File: src/rtl/pm_video_pkg.sv
// Shared video definitions for the Pokemon Mini display path.
// Holds the 640x400 VGA geometry also used by the timing generator, the
// LCD framebuffer size, RGB332 colour constants, the per-frame latched
// configuration record and the page-offset helper for framebuffer addressing.
package pm_video_pkg;

  // VGA 640x400 geometry: visible / front porch / sync / back porch
  localparam int unsigned VGA_H_VIS  = 640;
  localparam int unsigned VGA_H_FP   = 16;
  localparam int unsigned VGA_H_SYNC = 96;
  localparam int unsigned VGA_H_BP   = 48;
  localparam int unsigned VGA_V_VIS  = 400;
  localparam int unsigned VGA_V_FP   = 12;
  localparam int unsigned VGA_V_SYNC = 2;
  localparam int unsigned VGA_V_BP   = 35;

  // LCD panel size in pixels
  localparam int unsigned LCD_W = 96;
  localparam int unsigned LCD_H = 64;

  // RGB332 colours
  localparam logic [7:0] RGB_LCD_ON  = 8'h24;
  localparam logic [7:0] RGB_LCD_OFF = 8'hB6;
  localparam logic [7:0] RGB_BORDER  = 8'h00;

  // Configuration captured once per frame
  typedef struct packed {
    logic [23:0] base;
    logic        en;
    logic        inv;
  } frame_cfg_t;

  // page * 96 built from two shifts so no multiplier is inferred
  function automatic logic [23:0] page_offset(input logic [2:0] page);
    logic [23:0] p;
    p = {21'd0, page};
    return (p << 6) + (p << 5);
  endfunction

endpackage

File: src/rtl/pm_scale_counter.sv
// Replication divider plus index counter.
// A sub-counter counts SCALE steps; each time it wraps, the index advances.
// Ports:
//   clk_i, rst_ni : clock, asynchronous active-low reset
//   clr_i         : forces sub-counter and index to 0 (has priority)
//   step_i        : advance by one replicated sample
//   idx_o         : current index (source pixel / row)
module pm_scale_counter #(
  parameter int unsigned SCALE = 6,
  parameter int unsigned IDX_W = 7
) (
  input  logic             clk_i,
  input  logic             rst_ni,
  input  logic             clr_i,
  input  logic             step_i,
  output logic [IDX_W-1:0] idx_o
);

  localparam int unsigned      SUB_W    = (SCALE > 1) ? $clog2(SCALE) : 1;
  localparam logic [SUB_W-1:0] SUB_LAST = SUB_W'(SCALE - 1);

  logic [SUB_W-1:0] sub_q, sub_d;
  logic [IDX_W-1:0] idx_q, idx_d;

  always_comb begin
    sub_d = sub_q;
    idx_d = idx_q;
    if (clr_i) begin
      sub_d = '0;
      idx_d = '0;
    end else if (step_i) begin
      if (sub_q == SUB_LAST) begin
        sub_d = '0;
        idx_d = idx_q + IDX_W'(1);
      end else begin
        sub_d = sub_q + SUB_W'(1);
      end
    end
  end

  always_ff @(posedge clk_i or negedge rst_ni) begin
    if (!rst_ni) begin
      sub_q <= '0;
      idx_q <= '0;
    end else begin
      sub_q <= sub_d;
      idx_q <= idx_d;
    end
  end

  assign idx_o = idx_q;

endmodule

File: src/rtl/pm_lcd_scanout.sv
// Framebuffer scanout: reads the 96x64 monochrome LCD image from RAM and
// scales it SCALE x into a window of the VGA raster, producing RGB332 pixels.
// Ports:
//   pclk, reset_n           : pixel clock, asynchronous active-low reset
//   h_cnt, v_cnt            : raster position from the timing generator
//   fb_base, lcd_enable,
//   lcd_invert              : configuration, captured at frame start
//   rd_en, rd_addr, rd_data : synchronous RAM read port (data one cycle later)
//   pixel, de_out           : colour and data enable, two cycles after h/v
//   frame_start             : one-cycle pulse when the configuration is loaded
module pm_lcd_scanout
  import pm_video_pkg::*;
#(
  parameter int unsigned H_VIS        = VGA_H_VIS,
  parameter int unsigned V_VIS        = VGA_V_VIS,
  parameter int unsigned SCALE        = 6,
  parameter int unsigned H_OFF        = 32,
  parameter int unsigned V_OFF        = 8,
  parameter logic [23:0] FB_BASE      = 24'h001000,
  parameter logic [7:0]  COLOR_ON     = RGB_LCD_ON,
  parameter logic [7:0]  COLOR_OFF    = RGB_LCD_OFF,
  parameter logic [7:0]  COLOR_BORDER = RGB_BORDER
) (
  input  logic        pclk,
  input  logic        reset_n,
  input  logic [9:0]  h_cnt,
  input  logic [9:0]  v_cnt,
  input  logic [23:0] fb_base,
  input  logic        lcd_enable,
  input  logic        lcd_invert,
  output logic        rd_en,
  output logic [23:0] rd_addr,
  input  logic [7:0]  rd_data,
  output logic [7:0]  pixel,
  output logic        de_out,
  output logic        frame_start
);

  localparam logic [9:0] H_WIN_LO = 10'(H_OFF);
  localparam logic [9:0] H_WIN_HI = 10'(H_OFF + SCALE * LCD_W);
  localparam logic [9:0] V_WIN_LO = 10'(V_OFF);
  localparam logic [9:0] V_WIN_HI = 10'(V_OFF + SCALE * LCD_H);
  localparam logic [9:0] H_LAST   = 10'(H_VIS - 1);
  localparam logic [9:0] H_END    = 10'(H_VIS);
  localparam logic [9:0] V_END    = 10'(V_VIS);

  logic       h_win, v_win, frame_evt, line_end;
  logic [6:0] col;
  logic [5:0] row;

  frame_cfg_t cfg_q, cfg_d;
  logic       win_d1_q, win_d1_d;
  logic       de_d1_q, de_d1_d;
  logic [2:0] bsel_d1_q, bsel_d1_d;
  logic [7:0] pixel_q, pixel_d;
  logic       de_q, de_d;
  logic       fs_q, fs_d;

  assign h_win     = (h_cnt >= H_WIN_LO) && (h_cnt < H_WIN_HI);
  assign v_win     = (v_cnt >= V_WIN_LO) && (v_cnt < V_WIN_HI);
  assign frame_evt = (v_cnt == V_END) && (h_cnt == '0);
  assign line_end  = (h_cnt == H_LAST);

  // col leaves the window at 96 and is brought back to 0 by the clear only
  pm_scale_counter #(.SCALE(SCALE), .IDX_W(7)) u_hcnt (
    .clk_i  (pclk),
    .rst_ni (reset_n),
    .clr_i  (!h_win),
    .step_i (h_win),
    .idx_o  (col)
  );

  pm_scale_counter #(.SCALE(SCALE), .IDX_W(6)) u_vcnt (
    .clk_i  (pclk),
    .rst_ni (reset_n),
    .clr_i  (!v_win),
    .step_i (line_end && v_win),
    .idx_o  (row)
  );

  // S0: address from registered counters, which track the current h/v
  assign rd_en   = h_win && v_win && cfg_q.en;
  assign rd_addr = cfg_q.base + page_offset(row[5:3]) + {17'd0, col};

  always_comb begin
    cfg_d     = cfg_q;
    win_d1_d  = h_win && v_win;
    de_d1_d   = (h_cnt < H_END) && (v_cnt < V_END);
    bsel_d1_d = row[2:0];
    de_d      = de_d1_q;
    fs_d      = frame_evt;
    pixel_d   = COLOR_BORDER;
    if (frame_evt) begin
      cfg_d = '{base: fb_base, en: lcd_enable, inv: lcd_invert};
    end
    // S1 bit select feeds the S2 colour register directly
    if (!win_d1_q) begin
      pixel_d = COLOR_BORDER;
    end else if (!cfg_q.en) begin
      pixel_d = COLOR_OFF;
    end else if (rd_data[bsel_d1_q] ^ cfg_q.inv) begin
      pixel_d = COLOR_ON;
    end else begin
      pixel_d = COLOR_OFF;
    end
  end

  always_ff @(posedge pclk or negedge reset_n) begin
    if (!reset_n) begin
      cfg_q     <= '{base: FB_BASE, en: 1'b1, inv: 1'b0};
      win_d1_q  <= 1'b0;
      de_d1_q   <= 1'b0;
      bsel_d1_q <= '0;
      pixel_q   <= '0;
      de_q      <= 1'b0;
      fs_q      <= 1'b0;
    end else begin
      cfg_q     <= cfg_d;
      win_d1_q  <= win_d1_d;
      de_d1_q   <= de_d1_d;
      bsel_d1_q <= bsel_d1_d;
      pixel_q   <= pixel_d;
      de_q      <= de_d;
      fs_q      <= fs_d;
    end
  end

  assign pixel       = pixel_q;
  assign de_out      = de_q;
  assign frame_start = fs_q;

endmodule

File: config.mk
export PLATFORM = sky130hd
export DESIGN_NAME = pm_lcd_scanout
export DESIGN_NICKNAME = d
export VERILOG_FILES = /design/src/rtl/pm_video_pkg.sv /design/src/rtl/pm_scale_counter.sv /design/src/rtl/pm_lcd_scanout.sv
export SDC_FILE = /design/constraint.sdc
export NUM_CORES = 1
export LEC_CHECK = 0
export CAP_MARGIN = 10
export CORE_MARGIN = 1.5
export CORE_UTILIZATION = 35
export DETAILED_ROUTE_END_ITERATION = 8
export MAX_ROUTING_LAYER = met4
export PLACE_DENSITY = 0.6
export SLEW_MARGIN = 40
export SYNTH_ARGS = -nofsm -noshare
export SYNTH_HDL_FRONTEND = slang
export SYNTH_HIERARCHICAL = 1
export SYNTH_SLANG_ARGS = --single-unit
export TNS_END_PERCENT = 50
File: constraint.sdc
create_clock -name pclk -period 4.4 [get_ports pclk]
set_input_delay 0.88 -clock pclk [delete_from_list [all_inputs] [get_ports pclk]]
set_output_delay 0.88 -clock pclk [all_outputs]
set_load 0.02 [all_outputs]
# --- Word level (Yosys, flattened, before mapping) ---
# Cells that the tools add are included.
classes:
  n_eq_ne: 7
  order_cmp: 7
  bitwise: 1
  reduce_logical: 9
  addsub: 7
  muxes: 15
ops:
  columns: ["cell", "n"]
  rows:
  - ["adder 24 x 10 -> 24 bit", 1]
  - ["adder 24 x 7 -> 24 bit", 1]
  - ["two-way mux 8 bit", 3]
  - ["less-than comparator 10 bit (second input constant)", 2]
  - ["less-than comparator 10 x 9 -> 1 bit (second input constant)", 2]
  - ["two-way mux 6 bit", 3]
  - ["two-way mux 3 bit", 5]
  - ["two-way mux 7 bit", 2]
  - ["adder 9 x 8 -> 10 bit", 1]
  - ["equality test 10 bit (second input constant)", 1]
  - ["equality test 10 x 9 -> 1 bit (second input constant)", 1]
  - ["greater-or-equal comparator 10 x 4 -> 1 bit (second input constant)", 1]
  - ["greater-or-equal comparator 10 x 6 -> 1 bit (second input constant)", 1]
  - ["zero test 10 bit", 1]
  - ["adder 7 x 1 -> 7 bit (second input constant)", 1]
  - ["logical AND 1 bit", 7]
  - ["adder 3 x 1 -> 3 bit (second input constant)", 2]
  - ["adder 6 x 1 -> 6 bit (second input constant)", 1]
  - ["equality test 3 bit (second input constant)", 2]
  - ["inequality test 2 x 1 -> 1 bit (second input constant)", 3]
  - ["less-than comparator 3 x 4 -> 1 bit (second input constant)", 1]
  - ["binary-select mux 1 bit (select 3 bit)", 1]
  - ["AND reduction 2 bit", 1]
  - ["two-way mux 1 bit", 1]
  - ["bitwise XOR 1 bit", 1]
totals:
  elab_cells: 59
  in_bits: 56
  regBits: 60
  output_inout_bits: 35

# --- Depth between registers and ports, before layout ---
# Gate-level depths: netlist of the first run.
depth:
  depth_word: 6
  mapped_depth: 10
  mapped_depth_nobuf: 10

# --- By module ---
# Netlist of the first run, hierarchy kept.
modules_own_cells:
  columns: ["mod", "cells_each", "area_each_um2", "n_inst", "seq_area_each_um2"]
  rows:
  - ["pm_lcd_scanout", 218, 2394.8, 1, 878.3]
  - ["pm_scale_counter (u_hcnt)", 51, 519.2, 1, 250.2]
  - ["pm_scale_counter (u_vcnt)", 45, 461.7, 1, 225.2]

# --- Worst setup path before layout of the first run ---
# OpenSTA, ideal clock, no wires.
synth_timing:
  path_type: "register to output"
  start: "register u_vcnt.idx_q[3], in the netlist u_vcnt/idx_o[3]"
  end: "output port rd_addr[21]"
  slack_ns: 0.539
  stages_incl_launch_ff: 10
  arrival_ns: 2.981
  path_cell_list: "dfrtp_1 inv_1 fa_1 inv_1 fa_1 ha_1 nand4b_1 a211oi_1 o2111ai_1 xnor2_1"
synth_between:
  elab_chain_cells: 3
synth_rtl:
  columns: ["element", "line_no", "source"]
  rows:
  - ["start, declared", "pm_scale_counter.sv:23", "logic [IDX_W-1:0] idx_q, idx_d;"]
  - ["start signal, assigned", "pm_scale_counter.sv:47", "idx_q <= idx_d;"]
  - ["adder 9 x 8 -> 10 bit", "pm_video_pkg.sv:37", "return (p << 6) + (p << 5);"]
  - ["adder 24 x 10 -> 24 bit", "pm_lcd_scanout.sv:83", "assign rd_addr = cfg_q.base + page_offset(row[5:3]) + {17'd0, col};"]
  - ["adder 24 x 7 -> 24 bit", "pm_lcd_scanout.sv:83", null]
  - ["end, declared", "pm_lcd_scanout.sv:32", "output logic [23:0] rd_addr,"]
# Every way passes these cells.

# --- Final worst setup path of the first run ---
layout_timing:
  start: "register u_vcnt.idx_q[3], in the netlist u_vcnt/idx_o[3]"
  end: "output port rd_addr[10]"
# Same word-level chain as after synthesis.

==> results of run 1 <==
[routing by layer]
metal	wire length (um)	vias to the layer above
li1	-	1296
met2	3310	37
met4	67	0
met5	0	-
met1	3420	1243
met3	212	5
[power by group]
part	leakage, uW	internal, uW	switching (uW)	total [uW]
clock network	0.0000447	115	167	282
registers	0.000734	503	5.83	509
logic	0.00143	64.8	45.2	110
[layout make-up]
type | count | area share (%)
multi-input cells | 232 | 42.2
flip-flops and latches | 54 | 30.4
repair buffers | 94 | 20.0
well taps | 129 | 3.63
inverters | 19 | 1.60
clock buffers | 5 | 1.55
clock inverters | 3 | 0.562
[critical path, cell delays in order (launching register included)]
cell and delay (ns):
dfrtp_2 0.44, inv_1 0.07, fa_1 0.50, inv_1 0.05, fa_1 0.45, ha_1 0.36
o211ai_1 0.12, a21oi_2 0.19, nand2b_1 0.20, a31oi_1 0.12, xnor2_1 0.17, clkdlybuf4s15_1 0.32
[placed cells by master, fill, tap and decap left out, drive strengths merged, types with 6 or more instances in the layout]
| cell type | count |
|---|---|
| inv | 20 |
| a21o | 6 |
| nor2 | 19 |
| or4 | 6 |
| a21oi | 10 |
| buf | 8 |
| clkbuf | 11 |
| nor3 | 9 |
| a211oi | 6 |
| o211ai | 8 |
| xnor2 | 21 |
| ha | 25 |
| dfrtp | 52 |
| nand2 | 24 |
| nand3 | 9 |
| o21ai | 8 |
| mux2 | 28 |
| clkdlybuf4s50 | 69 |
[through the flow]
stage	power [uW]	hold WS, ns
2_1_floorplan	558	0.331
3_3_place_gp	629	0.341
3_5_place_dp	631	0.346
4_1_cts	919	0.372
5_1_grt	948	0.382
6_report	901	0.370
[worst max-delay path by stage]
stage | startpoint | end | slack [ns] | cells after the start
floorplan | u_vcnt/idx_o[3]$_DFFE_PN0P_ | rd_addr[21] | 0.54 | 9
global placement | u_vcnt/idx_o[3]$_DFFE_PN0P_ | rd_addr[21] | 0.17 | 11
detailed placement | u_vcnt/idx_o[3]$_DFFE_PN0P_ | rd_addr[23] | 0.08 | 11
CTS | u_vcnt/idx_o[3]$_DFFE_PN0P_ | rd_addr[11] | 0.02 | 10
global route | u_vcnt/idx_o[3]$_DFFE_PN0P_ | rd_addr[10] | 0.001 | 11
finish | u_vcnt/idx_o[3]$_DFFE_PN0P_ | rd_addr[10] | 0.22 | 11
[sequential cells by signal, summed over array words and instances, names as in the netlist]
| register | cells |
|---|---|
| cfg_q | 26 |
| u_hcnt/idx_o | 7 |
| u_vcnt/idx_o | 6 |
| bsel_d1_q | 3 |
| u_hcnt/sub_q | 3 |
| u_vcnt/sub_q | 3 |
| pixel | 2 |
| de_d | 1 |
| de_out | 1 |
| frame_start | 1 |
| win_d1_q | 1 |
[timing repair]
item / 4_1_cts / 5_1_grt
gates resized for setup: 15 / 23
endpoints found under the setup margin: 16 / 15
pin swaps: 0 / 1
[kinds of logic after synthesis]
kind of cell	Yosys count	synth area share [%]
other	1	0.111
XOR/XNOR	23	5.97
AO/OA/AOI/OAI	45	8.75
adder cells (fa/ha/maj)	30	12.2
flip-flops	54	40.1
buffers and inverters	30	4.74
AND/OR/NAND/NOR	98	16.5
multiplexers	33	11.6
==> flow_summary.yaml, run 1 <==
sta:
  rsz0062_at_grt: "false"
  finalMaxSlewViolations: 0
  setup_viol: 0
  tns_ns: 0
  worst_slack_ns: 0.225
  fin_crit_sh_pct: 94.9
  timing.fmax_mhz: 240
  fin_crit_ns: 4.18
  final-hold-violation-count: 0
  skew_ns: 0.0118
global_route:
  top_usage_layer: "met2"
  grt_util_met2_pct: 23.7
  met1_usage_pct: 20.4
  met3_usage_pct: 2.28
  antenna_found_initial: 0
  gr-total-overflow: 0
  grtUsageTotal_pct: 15.0
  grt_pass1_vias: 2614
  grt_pass1_wl_mm: 12.0
  grt_max_degree: 35
routing:
  wl_mm: 7.01
  firstDrtPassIters: 4
  routed_via_density: 4.82
  detail-route-antenna-nets: 0
  wl_per_cell_um: 13.1
  first_iter_violations: 56
  drc: 0
  vias: 2581
cells_and_area:
  finalInstanceArea_sq_um: 4450
  post-route-util_pct: 48.0
  syn_to_final_growth_pct: 31.9
  layout-drive-gt1-share_pct: 15.7
  num-nets-final: 492
  diodes: 0
  seq_area_sq_um: 1360
  nFillCells: 884
  multi_input_area_sq_um: 1880
  final_cells: 536
clock_network:
  clock-sinks: 54
  cts-hold-fix-buffers: 0
  clk_pin_slew_ns: 0.11
  cts_root_buf: "clkbuf_8"
  cts_max_level: 2
  clkLatencyLatePin_ns: 0.31
  post-cts-setup-buffers: 0
  cts_tree: "yes"
  cts_buffers: 5
  cts_buffer_depth: 2
synth:
  synth_area_sq_um: 3380
  synth.most_common_cell: "dfrtp_1"
  synth_edf_count: 0
  synth_cells: 314
  synth_top_cell_area_share_pct: 38.5
  yosysSeqAreaShare_pct: 40.1
  ys_seq_elements: 54
  synth_top_area_cell: "dfrtp_1"
  synth.distinct_cells: 47
  synth_common_cells: "52 x dfrtp_1, 28 x mux2_2, 25 x ha_1"
  synthFlopType: "dfrtp_1"
  yosys_warnings: 6
  syn_avg_cell_area_sq_um: 10.8
  synth_area_leaders: "dfrtp_1 39%, mux2_2 9.3%, ha_1 9.3%, xnor2_1 5.4%, fa_1 3.0%"
  async_flop_share_pct: 100
pwr:
  ir_drop_mv: 0.197
  power_density_nw_per_um2: 202
  power_leakage_uw: 0.00221
critical_path:
  r2r_end: "u_hcnt/idx_o[6]$_DFFE_PN0P_"
  crit_required_ns: 3.52
  r2r-start: "u_hcnt/sub_q[1]$_DFFE_PN0P_"
  crit_fanout: 6
  r2r_cells: 3
  start_kind: "flop"
  criticalPathCategory: "reg -> out"
  worstSetupEndpointType: "output port"
  cp_data_arrival_time_ns: 3.30
  rrSetupSlack_ns: 2.82
floorplanning:
  start_util_pct: 36.4
  num_rows: 35
  die_area_sq_um: 10200
  die_y_um: 101
  io_pins: 91
  core-area_sq_um: 9280
  die_w_um: 101
run_status:
  outcome: "finished clean"
hold_path:
  whs_endpoint: "de_out$_DFF_PN0_"
  hold_path.class: "reg -> reg"
  min_path_cells: 0
  worstHoldStart: "de_d$_DFF_PN0_"
placed_design:
  dp_hpwl_mm: 5.48
  place_ws_ns: 0.0770
  portBuffers: 87
  post-place-cells: 528
  gp_congestion: 0.802
  placed_cell_area_sq_um: 4370
flow_run:
  drv_cap: 0
Power figures use the tool's default switching activity.
==> run 2, diff against run 1 <==
- GPL_TIMING_DRIVEN: default -> 0
==> run 2 against run 1 <==
Against the previous run: combinational power increased by 5%; non-clock buffer count increased by 13; clock-buffer cell count increased by 1; critical path depth increased by 1; global-route usage increased by 0.36 points; die area unchanged; clock skew decreased by 0.0015 ns; clock power increased by 18%; highest routed layer unchanged; setup slack got worse by 0.071 ns; first-iteration DRC count increased by 20%; largest cell class unchanged.
==> flow_summary.yaml, run 2 (synthesized netlist as in run 1, its figures left out) <==
run_status:
  outcome: "finished clean"
clock_network:
  clock-sinks: 54
  cts_buffers: 5
  clkLatencyLatePin_ns: 0.31
  clk_pin_slew_ns: 0.10
  cts_tree: "yes"
  cts-hold-fix-buffers: 0
  cts_max_level: 2
  cts_buffer_depth: 2
  cts_root_buf: "clkbuf_8"
cells_and_area:
  diodes: 0
  largest_register_ffs: 26
  post-route-util_pct: 49.9
  largest-register: "cfg_q"
  final_common_cell: "clkdlybuf4s50_1"
  nFillCells: 898
  syn_to_final_growth_pct: 37.1
  mostFrequentLayoutCells: "69 x clkdlybuf4s50_1, 51 x dfrtp_1, 28 x mux2_2"
  final_cells: 549
  layout-drive-gt1-share_pct: 19.3
  num-nets-final: 505
placed_design:
  place_ws_ns: -0.273
  portBuffers: 87
  post-place-cells: 533
  dp_hpwl_mm: 5.68
  gp_congestion: 0.751
routing:
  vias: 2641
  drc: 0
  detail-route-antenna-nets: 0
  firstDrtPassIters: 4
  wl_mm: 7.22
  routed_via_density: 4.81
  wl_per_cell_um: 13.2
  first_iter_violations: 67
critical_path:
  crit_required_ns: 3.52
  crit_fanout: 5
  path_cells: "inv_2 > fa_1 > inv_1 > fa_1 > ha_4 > nand4b_1 > a211oi_4 > buf_6 > buf_4 > o21ai_1 > xnor2_1 > buf_4"
  crit_slowest_cell: "fa_1"
  worstSetupEndpointType: "output port"
  rrSetupSlack_ns: 2.80
  criticalPathCategory: "reg -> out"
  cp_data_arrival_time_ns: 3.37
  start_kind: "flop"
  r2r_end: "u_hcnt/idx_o[6]$_DFFE_PN0P_"
  critPathMaxStageDelay_ns: 0.50
  r2r-start: "u_hcnt/sub_q[1]$_DFFE_PN0P_"
  r2r_cells: 4
pwr:
  seq_power_share_pct: 53.1
  total_power_uw: 959
  sw_frac_of_total_pct: 22.6
  power_leakage_uw: 0.00230
  power.switching_uw: 217
  ir_drop_mv: 0.113
  pwr-share-clk_pct: 34.8
  comb_power_share_pct: 12.1
  power_density_nw_per_um2: 207
  intPower_uw: 742
hold_path:
  worstHoldStart: "de_d$_DFF_PN0_"
  min_path_cells: 0
  hold_path.class: "reg -> reg"
  whs_endpoint: "de_out$_DFF_PN0_"
sta:
  finalMaxSlewViolations: 0
  worst_slack_ns: 0.154
  timing.fmax_mhz: 236
  skew_ns: 0.0104
  setup_viol: 0
  fin_crit_ns: 4.25
  fin_crit_sh_pct: 96.5
  slew_headroom_pct: 60.0
  tightest_slew_ns: 0.597
  tns_ns: 0
  rsz0062_at_grt: "true"
  final-hold-violation-count: 0
global_route:
  gr-total-overflow: 0
  met3_usage_pct: 2.35
  grt_pass1_wl_mm: 12.2
  antenna_found_initial: 0
  grt_util_met2_pct: 24.7
  met1_usage_pct: 20.4
  grtUsageTotal_pct: 15.4
  grt_pass1_vias: 2652
  grt_max_degree: 34
  top_usage_layer: "met2"
floorplanning:
  io_pins: 91
  die_w_um: 101
  die_y_um: 101
  die_area_sq_um: 10200
  core-area_sq_um: 9280
  num_rows: 35
  start_util_pct: 36.4
flow_run:
  drv_cap: 0
## run 2: cell count changes in the layout (fill, tap and decap cells not counted), moves of 2 or more
cell,previous run,this run
buf_6,0,4
buf_2,1,3
dlygate4sd2_1,5,7
inv_2,0,2
clkbuf_2,6,3
inv_1,19,17
buf_4,7,15
o21ai_1,0,2
o21ai_0,8,6
clkdlybuf4s15_1,3,1
## run 2: stage by stage
step | hold WS (ns) | cell area [sq um]
2_1_floorplan | 0.331 | 3380
3_3_place_gp | 0.341 | 4420
3_5_place_dp | 0.348 | 4440
4_1_cts | 0.372 | 4570
5_1_grt | 0.378 | 4630
6_report | 0.370 | 4630
## run 2: power by group through the flow
| stage | clock, uW | combinational, uW | sequential [uW] |
|---|---|---|---|
| floorplan | 0 | 37.3 | 521 |
| global placement | 0 | 113 | 519 |
| detailed placement | 0 | 118 | 519 |
| CTS | 350 | 118 | 510 |
| global route | 367 | 126 | 511 |
| finish | 333 | 116 | 510 |
## run 2: critical path, delay by kind of cell (launching register included)
| kind | cells | cell delay [ns] |
|---|---|---|
| adders and majority gates | 3 | 1.29 |
| buffers and inverters | 5 | 0.53 |
| DFF | 1 | 0.43 |
| AOI/OAI and AO/OA | 2 | 0.43 |
| and+or+nand+nor | 1 | 0.21 |
| xor gates and xnor gates | 1 | 0.19 |
## run 2: routing by layer
layer  share of wire (%)  routed length [um]
met5                   0                   0
met2                  49                3550
met4                0.98                  71
met1                  46                3330
met3                 3.8                 277
## run 2: worst max-delay path by stage
stage,startpoint,end,slack (ns),cells past startpoint
floorplan,u_vcnt/idx_o[3]$_DFFE_PN0P_,rd_addr[21],0.54,9
global placement,u_vcnt/idx_o[3]$_DFFE_PN0P_,rd_addr[17],-0.23,10
global route,u_vcnt/idx_o[3]$_DFFE_PN0P_,rd_addr[19],-0.02,12
finish,u_vcnt/idx_o[3]$_DFFE_PN0P_,rd_addr[17],0.15,12
detailed placement,u_vcnt/idx_o[3]$_DFFE_PN0P_,rd_addr[17],-0.27,10
CTS,u_vcnt/idx_o[3]$_DFFE_PN0P_,rd_addr[17],-0.15,12
## run 2: timing repair
item	in CTS	in global routing
pin swaps	2	5
endpoints found under the setup margin	16	17
buffers inserted	2	6
resized for setup	17	28
## run 2: layout make-up
cell class | instances | area (sq um) | share of cell area, %
Tap cell | 129 | 161 | 3.49
Clock inverter | 2 | 37.5 | 0.811
Clock buffer | 6 | 72.6 | 1.57
Inverter | 19 | 71.3 | 1.54
Multi-Input combinational cell | 232 | 1910 | 41.3
Timing Repair Buffer | 96 | 931 | 20.1
Sequential cell | 54 | 1360 | 29.3
Buffer | 11 | 88.8 | 1.92
==> run 3, diff against run 2 <==
- GPL_ROUTABILITY_DRIVEN: default -> 1
==> results of run 3 <==
Final layout, timing and power as in run 2 (identical DEF).
